$ cat config.mk
export PLATFORM = sky130hd
export DESIGN_NAME = stack_unit
export DESIGN_NICKNAME = d
export VERILOG_FILES = /design/src/rtl/stack_unit.sv
export SDC_FILE = /design/constraint.sdc
export NUM_CORES = 1
export LEC_CHECK = 0
export CORE_MARGIN = 2
export CORE_UTILIZATION = 45
export CTS_CLUSTER_DIAMETER = 50
export DETAILED_ROUTE_END_ITERATION = 10
export GPL_TIMING_DRIVEN = 0
export PLACE_DENSITY = 0.77
export SLEW_MARGIN = 25
export SYNTH_ARGS = -nofsm -noshare
export SYNTH_HDL_FRONTEND = slang
export SYNTH_SLANG_ARGS = --single-unit
$ cat constraint.sdc
create_clock -name clk -period 5.95 [get_ports clk]
set_clock_uncertainty 0.05 [all_clocks]
set_input_delay 0.595 -clock clk [delete_from_list [all_inputs] [get_ports clk]]
set_output_delay 0.595 -clock clk [all_outputs]
set_load 0.01 [all_outputs]
$ cat src/rtl/stack_unit.sv
// Stack/call controller: runs PUSH/POP/CALL/RET against a req/ack data-memory port and issues
// one-cycle SP/LR/PC commit strobes. Define STACK_INIT_EN to load SP with STACK_TOP after reset.
module stack_unit #(
  parameter logic [31:0] STACK_TOP   = 32'h0000_1000,
  parameter logic [31:0] STACK_LIMIT = 32'h0000_0800
) (
  input  logic        clk,
  input  logic        reset,
  input  logic        cmd_valid,
  input  logic [1:0]  cmd_op,
  input  logic [31:0] cmd_data,
  output logic        cmd_ready,
  input  logic [31:0] cur_sp,
  input  logic [31:0] cur_lr,
  input  logic [31:0] cur_pc,
  output logic        mem_req,
  output logic        mem_we,
  output logic [31:0] mem_addr,
  output logic [31:0] mem_wdata,
  input  logic        mem_ack,
  input  logic [31:0] mem_rdata,
  output logic        wr_sp,
  output logic        wr_lr,
  output logic        wr_pc,
  output logic [31:0] wr_sp_data,
  output logic [31:0] wr_lr_data,
  output logic [31:0] wr_pc_data,
  output logic        pop_valid,
  output logic [31:0] pop_data,
  output logic        done,
  output logic        err,
  output logic        fault
);

  localparam logic [1:0] OpPush = 2'd0;
  localparam logic [1:0] OpPop  = 2'd1;
  localparam logic [1:0] OpCall = 2'd2;
  localparam logic [1:0] OpRet  = 2'd3;

  typedef enum logic [1:0] {StIdle, StMem, StCommit, StInit} state_e;

`ifdef STACK_INIT_EN
  localparam state_e ResetState = StInit;
`else
  localparam state_e ResetState = StIdle;
`endif

  state_e      state_q, state_d;
  logic [1:0]  op_q, op_d;
  logic [31:0] data_q, data_d;
  logic [31:0] sp_q, sp_d;
  logic [31:0] lr_q, lr_d;
  logic [31:0] pc_q, pc_d;
  logic [31:0] rdata_q, rdata_d;
  logic        bad_q, bad_d;
  logic        fault_q, fault_d;

  logic [31:0] cur_sp_dec, cur_sp_inc, sp_dec_q, sp_inc_q;
  logic        cur_grows, grows_q, chk_fault;

  always_ff @(posedge clk) begin
    if (reset) begin
      state_q <= ResetState;
      op_q    <= 2'd0;
      data_q  <= 32'd0;
      sp_q    <= 32'd0;
      lr_q    <= 32'd0;
      pc_q    <= 32'd0;
      rdata_q <= 32'd0;
      bad_q   <= 1'b0;
      fault_q <= 1'b0;
    end else begin
      state_q <= state_d;
      op_q    <= op_d;
      data_q  <= data_d;
      sp_q    <= sp_d;
      lr_q    <= lr_d;
      pc_q    <= pc_d;
      rdata_q <= rdata_d;
      bad_q   <= bad_d;
      fault_q <= fault_d;
    end
  end

  // PUSH and CALL grow the stack downward; POP and RET shrink it.
  assign cur_grows  = (cmd_op == OpPush) || (cmd_op == OpCall);
  assign grows_q    = (op_q == OpPush) || (op_q == OpCall);
  assign cur_sp_dec = cur_sp - 32'd4;
  assign cur_sp_inc = cur_sp + 32'd4;
  assign sp_dec_q   = sp_q - 32'd4;
  assign sp_inc_q   = sp_q + 32'd4;
  assign chk_fault  = (cur_sp[1:0] != 2'b00) ||
                      (cur_grows ? (cur_sp_dec < STACK_LIMIT) : (cur_sp_inc > STACK_TOP));
  assign fault      = fault_q;

  always_comb begin
    state_d    = state_q;
    op_d       = op_q;
    data_d     = data_q;
    sp_d       = sp_q;
    lr_d       = lr_q;
    pc_d       = pc_q;
    rdata_d    = rdata_q;
    bad_d      = bad_q;
    fault_d    = fault_q;
    cmd_ready  = 1'b0;
    mem_req    = 1'b0;
    mem_we     = 1'b0;
    mem_addr   = 32'd0;
    mem_wdata  = 32'd0;
    wr_sp      = 1'b0;
    wr_lr      = 1'b0;
    wr_pc      = 1'b0;
    wr_sp_data = 32'd0;
    wr_lr_data = 32'd0;
    wr_pc_data = 32'd0;
    pop_valid  = 1'b0;
    pop_data   = 32'd0;
    done       = 1'b0;
    err        = 1'b0;

    unique case (state_q)
      StIdle: begin
        cmd_ready = 1'b1;
        if (cmd_valid) begin
          op_d    = cmd_op;
          data_d  = cmd_data;
          sp_d    = cur_sp;
          lr_d    = cur_lr;
          pc_d    = cur_pc;
          bad_d   = chk_fault || fault_q;
          state_d = (chk_fault || fault_q) ? StCommit : StMem;
        end
      end
      StMem: begin
        mem_req   = 1'b1;
        mem_we    = grows_q;
        mem_addr  = grows_q ? sp_dec_q : sp_q;
        mem_wdata = (op_q == OpCall) ? lr_q : ((op_q == OpPush) ? data_q : 32'd0);
        if (mem_ack) begin
          rdata_d = mem_rdata;
          state_d = StCommit;
        end
      end
      StCommit: begin
        done    = 1'b1;
        state_d = StIdle;
        if (bad_q) begin
          err     = 1'b1;
          fault_d = 1'b1;
        end else begin
          wr_sp      = 1'b1;
          wr_sp_data = grows_q ? sp_dec_q : sp_inc_q;
          unique case (op_q)
            OpPush: ;
            OpPop: begin
              pop_valid = 1'b1;
              pop_data  = rdata_q;
            end
            OpCall: begin
              wr_lr      = 1'b1;
              wr_lr_data = pc_q + 32'd4;
              wr_pc      = 1'b1;
              wr_pc_data = data_q;
            end
            OpRet: begin
              wr_pc      = 1'b1;
              wr_pc_data = lr_q;
              wr_lr      = 1'b1;
              wr_lr_data = rdata_q;
            end
            default: ;
          endcase
        end
      end
`ifdef STACK_INIT_EN
      StInit: begin
        // Held here while reset is high; the SP load fires in the first cycle after release.
        wr_sp      = !reset;
        wr_sp_data = reset ? 32'd0 : STACK_TOP;
        state_d    = StIdle;
      end
`else
      StInit: state_d = StIdle;
`endif
      default: state_d = StIdle;
    endcase
  end

endmodule

==> run summary, run 1 <==
Slew @ Worst Pin: 854 ps
FF-to-FF setup slack: 2990 ps
Synthesis-stage register bit count: 166
Worst Hold Depth: 2
Cell Int Power: 2010 µW
Post-route ant nets: 0
Vias per cell: 5.40
Sum Neg Setup Slack: 0 ps
DRC violations left: 0
Hold_buf cts: 0
R2R Path Start: state_q[1]
Max-slew violation count: 0
HP Start: pc_q[0]
Initial DRC Count: 864
Period minus WS final: 4560 ps
RSZ-0062 raised after global routing: false
P per Cell Area: 202 mW/mm²
Num Clock Sinks: 166
Total GRT Usage: 31.4%
Status: finished clean
Drt total wl: 38,000 µm
Data arrival time of the critical path: 3910 ps
# port buffers: 362
Max Cap Violations: 0
Synth Cell Area: 0.00988 mm²
Setup crit end kind: output port
Pwr Total: 2920 µW
Cts bufs inserted: 17
Design area: 0.0144 mm²
Root Buffer: clkbuf_16
Post-CTS Repair Setup Buffers: 0
Ports: 368
# rows: 54
CTS resizes: 0
Core Box Area: 0.0217 mm²
RR Endpoint: sp_q[14]
Synth Area per Inst: 6.93 µm²
Worst-path clk slew: 70 ps
Total grt overflow: 0
Crit share post-route: 76.6%
Reg2Reg Depth: 7
Cell family with most CP delay: simple AND/OR/NAND/NOR gates
Slew Limit Headroom: 42.6%
Final #Nets: 1,975
Synth cell types: 58
Max clock buf depth: 2
First-pass GRT wire length: 58,300 µm
Top cells by area, synth: dfxtp_1 34%, nand2_1 14%, a21oi_1 9.6%, mux2i_1 7.4%, nor2_1 6.8%
Initial antenna violation count: 1
Final setup vio count: 0
Sequential fraction of design power: 42.0%
Pleak: 0.00505 µW
Via count: 11,342
Peak supply drop: 0.168 mV
DP HPWL: 30,000 µm
Largest stage delay, worst path: 640 ps
Yosys Warn Count: 0
Switch Pwr: 903 µW
Buf/Inv on CP: 2
Combinational Power Share: 20.8%
Area after DPL: 0.0139 mm²
Clk Latency, worst-skew pair: 420 ps
Post-layout util: 66.6%
Crit-path slowest cell: clkdlybuf4s50_1
Clk pwr share: 37.2%
Kind of critical path: flip-flop to output port
Worst hold path class: flip-flop to flip-flop
Post-synth top area cell: dfxtp_1
Synth Flop Type: dfxtp_1
Synth-to-Final Area Change: 46.3%
Achievable Freq: 219 MHz
Post-Syn Instances: 1,425
Setup crit start kind: flip-flop
Layout cells sized above 1: 2.80%
Initial Util: 45.5%
H-Tree Depth: 4
DRT Pass-1 Iters: 5
Final worst setup slack: 1390 ps
Chip Height: 152 µm
Sw Ratio: 31.0%
Routability cong.: 0.974
Mean routed wirelength per cell: 18.1 µm
CP max FO: 10
Post-synth ARST share: 0%
Number of synthesized flops with an enable pin: 0
Syn_nets: 1,594
Setup WS pre-CTS: 1960 ps
CTS tree: done
Hold Vio Cnt, Final: 0
Sequential area share after synthesis: 33.7%
Critical path cell sequence: clkbuf_1, nor4_1, nor3b_1, nand4_1, nor4_1, nor3_1, nor3b_1, clkdlybuf4s50_1
Vias in the first global route: 10,616
Largest net degree at the start of global routing: 18
Die ar.: 0.0231 mm²
Hold endpoint: pc_q[0]
Synth top area share: 33.7%
CP required: 5310 ps
Die width: 152 µm
## worst max path at each step
stage	startpoint	endpoint	slack (ps)	cells after the start
global placement	op_q[0]	wr_sp_data[31]	1970	8
detailed placement	op_q[0]	wr_sp_data[31]	1960	8
finish	sp_q[4]	wr_sp_data[31]	1390	8
global route	sp_q[4]	wr_sp_data[31]	1070	8
floorplan	sp_q[14]	wr_sp_data[28]	2810	9
CTS	op_q[0]	wr_sp_data[31]	1480	8
## metrics by stage
stage               hold WS, ps  instances
floorplan                   386       1425
global placement            399       2067
detailed placement          400       2067
CTS                         410       2099
global route                437       2100
finish                      411       2100
## cell usage after synthesis, drive strengths merged (9+ instances only)
library cell  number
nand2            370
a21oi            190
nor2             179
dfxtp            166
clkbuf           100
mux2i             73
xor2              44
and2              43
xnor2             43
nor3              28
nand3             19
nand4             18
and3              16
nor4              16
buf               14
inv               13
and4               9
## layout by cell type (no fill, tap or decap), types with 3 or more instances in the layout
cell type / instances
dfxtp_1: 166
nor3_1: 27
and2_1: 43
nand2_1: 370
or4_1: 4
o31ai_1: 3
nor2_1: 179
and4_1: 9
nand2b_1: 3
ha_1: 3
nor3b_1: 3
or2_2: 4
buf_2: 4
and3_1: 16
nor4_1: 14
a21oi_1: 190
clkbuf_1: 100
o211a_1: 3
xnor2_1: 43
xor2_1: 44
clkdlybuf4s50_1: 362
nand3_1: 19
mux2i_1: 73
inv_1: 12
buf_1: 7
nand4_1: 18
a31oi_1: 8
a211oi_1: 3
clkbuf_16: 17
or3_1: 8
o21ai_0: 5
inv_6: 5
## metal layers
| metal | global-route usage, % | wire length, µm | up-vias |
|---|---|---|---|
| li1 | - | - | 5516 |
| met1 | 39.6 | 15900 | 5262 |
| met2 | 53.4 | 18200 | 498 |
| met3 | 7.05 | 2870 | 66 |
| met4 | 10.4 | 1010 | 0 |
| met5 | 0 | 0 | - |
## cells by family (layout without fill, tap and decap cells)
logic type | count (synthesis) | count (layout) | synth area share (%)
AND/OR/NAND/NOR | 729 | 729 | 32.2
XOR/XNOR | 87 | 87 | 7.72
flip-flops | 166 | 166 | 33.7
buffers and inverters | 127 | 521 | 5.07
other | 0 | 1 | 0
multiplexers | 74 | 74 | 7.51
adder cells (fa/ha/maj) | 4 | 4 | 0.481
AO/OA/AOI/OAI | 238 | 238 | 13.4
## flip-flops by register name, summed over array words and instances, names as in the netlist
name	flops
data_q	32
lr_q	32
pc_q	32
rdata_q	32
sp_q	32
op_q	2
state_q	2
bad_q	1
fault	1
## final cells by class
cell class / instances / area, µm²
Clock buffer: 18 / 439
Fill cell: 2031 / 7240
Multi-Input combinational cell: 1132 / 6070
Buffer: 114 / 452
Clock inverter: 14 / 136
Inverter: 13 / 48.8
Antenna cell: 1 / 2.50
Tap cell: 280 / 350
Timing Repair Buffer: 362 / 3620
Sequential cell: 166 / 3320
## tightest hold or removal path, cell delays in order (launching register included)
cell and delay (ps):
dfxtp_1 310, nand2_1 50, a21oi_1 50
## power by group through the flow
| stage | logic (µW) | clock network (µW) | registers [µW] |
|---|---|---|---|
| finish | 606 | 1090 | 1220 |
| global route | 660 | 1140 | 1230 |
| CTS | 602 | 1090 | 1220 |
| detailed placement | 598 | 0 | 1250 |
| global placement | 592 | 0 | 1240 |
| floorplan | 349 | 0 | 1230 |
No activity file was read; power rests on OpenSTA's default activity.
==> run 2: changes to the inputs <==
==> constraint.sdc (replaced) <==
create_clock -name clk -period 4.6 [get_ports clk]
set_clock_uncertainty 0.05 [all_clocks]
set_input_delay 0.46 -clock clk [delete_from_list [all_inputs] [get_ports clk]]
set_output_delay 0.46 -clock clk [all_outputs]
set_load 0.01 [all_outputs]
==> run 2 against run 1 <==
- largest power group unchanged
- setup slack got worse by 1100 ps
- critical path depth unchanged
- final area about the same
- via count increased by 0.16%
- die area unchanged
==> run summary, run 2 (same netlist as run 1, synthesis figures left out) <==
Via count: 11,360
RSZ-0062 raised after global routing: false
DP HPWL: 30,000 µm
Ports: 368
Drt total wl: 38,000 µm
Die ar.: 0.0231 mm²
Setup crit start kind: flip-flop
Final #Nets: 1,975
Initial antenna violation count: 1
Worst hold path class: input pin to flip-flop
Slew @ Worst Pin: 854 ps
Max Cap Violations: 0
Clk Latency, worst-skew pair: 420 ps
Sum Neg Setup Slack: 0 ps
Data arrival time of the critical path: 3810 ps
Vias per cell: 5.41
Layout cells sized above 1: 2.86%
Max clock buf depth: 2
DRT Pass-1 Iters: 5
Cts bufs inserted: 17
Kind of critical path: flip-flop to output port
CTS tree: done
H-Tree Depth: 4
Routability cong.: 0.974
Synth-to-Final Area Change: 46.3%
Root Buffer: clkbuf_16
Core Box Area: 0.0217 mm²
Largest net degree at the start of global routing: 18
Final setup vio count: 0
Initial Util: 45.5%
Max-slew violation count: 0
Post-layout util: 66.6%
Status: finished clean
Initial DRC Count: 848
Hold_buf cts: 0
Mean routed wirelength per cell: 18.1 µm
Total grt overflow: 0
CP required: 4090 ps
P per Cell Area: 261 mW/mm²
Slew Limit Headroom: 42.6%
Post-route ant nets: 0
Commonest non-fill, non-tap cell in the layout: nand2_1
Post-CTS Repair Setup Buffers: 0
Worst-path clk slew: 70 ps
Achievable Freq: 231 MHz
Chip Height: 152 µm
Total GRT Usage: 31.4%
Pleak: 0.00505 µW
Crit share post-route: 94.0%
Vias in the first global route: 10,616
Num Clock Sinks: 166
First-pass GRT wire length: 58,300 µm
# port buffers: 362
Period minus WS final: 4320 ps
Hold Vio Cnt, Final: 0
CP max FO: 10
Setup crit end kind: output port
DRC violations left: 0
Peak supply drop: 0.215 mV
Die width: 152 µm
Most frequent cells in the layout: 370 x nand2_1, 362 x clkdlybuf4s50_1, 190 x a21oi_1, 179 x nor2_1, 166 x dfxtp_1
# rows: 54
## run 2: worst paths after layout
path / startpoint / to / slack [ps] / cells after the start
setup / recovery: sp_q[17] / wr_sp_data[31] / 280 / 8
hold reg to reg: pc_q[0] / pc_q[0] / 410 / 2
hold / removal: cur_sp[25] / sp_q[25] / 380 / 3
setup reg to reg: state_q[1] / sp_q[14] / 1640 / 7
## run 2: area by class of cell
type | instances | area, µm²
flip-flops and latches | 166 | 3320
fillers | 2029 | 7240
clock inverters | 14 | 136
well taps | 280 | 350
plain buffers | 114 | 452
clock buffers | 18 | 439
inverters | 13 | 48.8
repair buffers | 362 | 3620
diodes | 1 | 2.50
multi-input cells | 1132 | 6070
## run 2: critical path, stage by stage (launching register included)
cell             delay, ps
dfxtp_1                310
clkbuf_1               230
or4_1                  610
nor4b_1                360
nand4_1                280
nor4_1                 470
nor3_1                 100
nor3b_1                390
clkdlybuf4s50_1        630
## run 2: stage by stage
step	setup WS [ps]	hold WS (ps)	power (µW)	instances	instance area, µm²
floorplan	1600	386	2040	1425	9880
global placement	752	399	2370	2067	13800
detailed placement	746	400	2390	2067	13900
CTS	269	352	3770	2099	14400
global route	80.1	405	3920	2100	14500
finish	275	377	3770	2100	14500
## run 2: layer usage
layer  routed length [µm]  share of wire, %  GRT usage (%)
met2                18200                48           53.4
met3                 2950               7.7           7.05
met4                 1040               2.7           10.4
met5                    0                 0              0
met1                15900                42           39.6
## run 2: power breakdown
| group | switching [µW] | internal (µW) | leakage, µW |
|---|---|---|---|
| combinational | 425 | 361 | 0.00341 |
| clock | 671 | 732 | 0.000278 |
| sequential | 71.4 | 1510 | 0.00136 |
## run 2: repair_timing
action | CTS | global route
setup endpoints to repair | 0 | 1
endpoints found under the hold margin | 0 | 0
resized for setup | 0 | 1
==> run 3: changes to the inputs <==
--- a/config.mk
+++ b/config.mk
@@ -7,6 +7,7 @@
 export LEC_CHECK = 0
 export CORE_MARGIN = 2
 export CORE_UTILIZATION = 45
+export CTS_BUF_LIST = sky130_fd_sc_hd__clkbuf_8 sky130_fd_sc_hd__clkbuf_16
 export CTS_CLUSTER_DIAMETER = 50
 export DETAILED_ROUTE_END_ITERATION = 10
 export GPL_TIMING_DRIVEN = 0
==> results of run 3 <==
The final DEF is identical to that of run 2; final timing and power are the same.
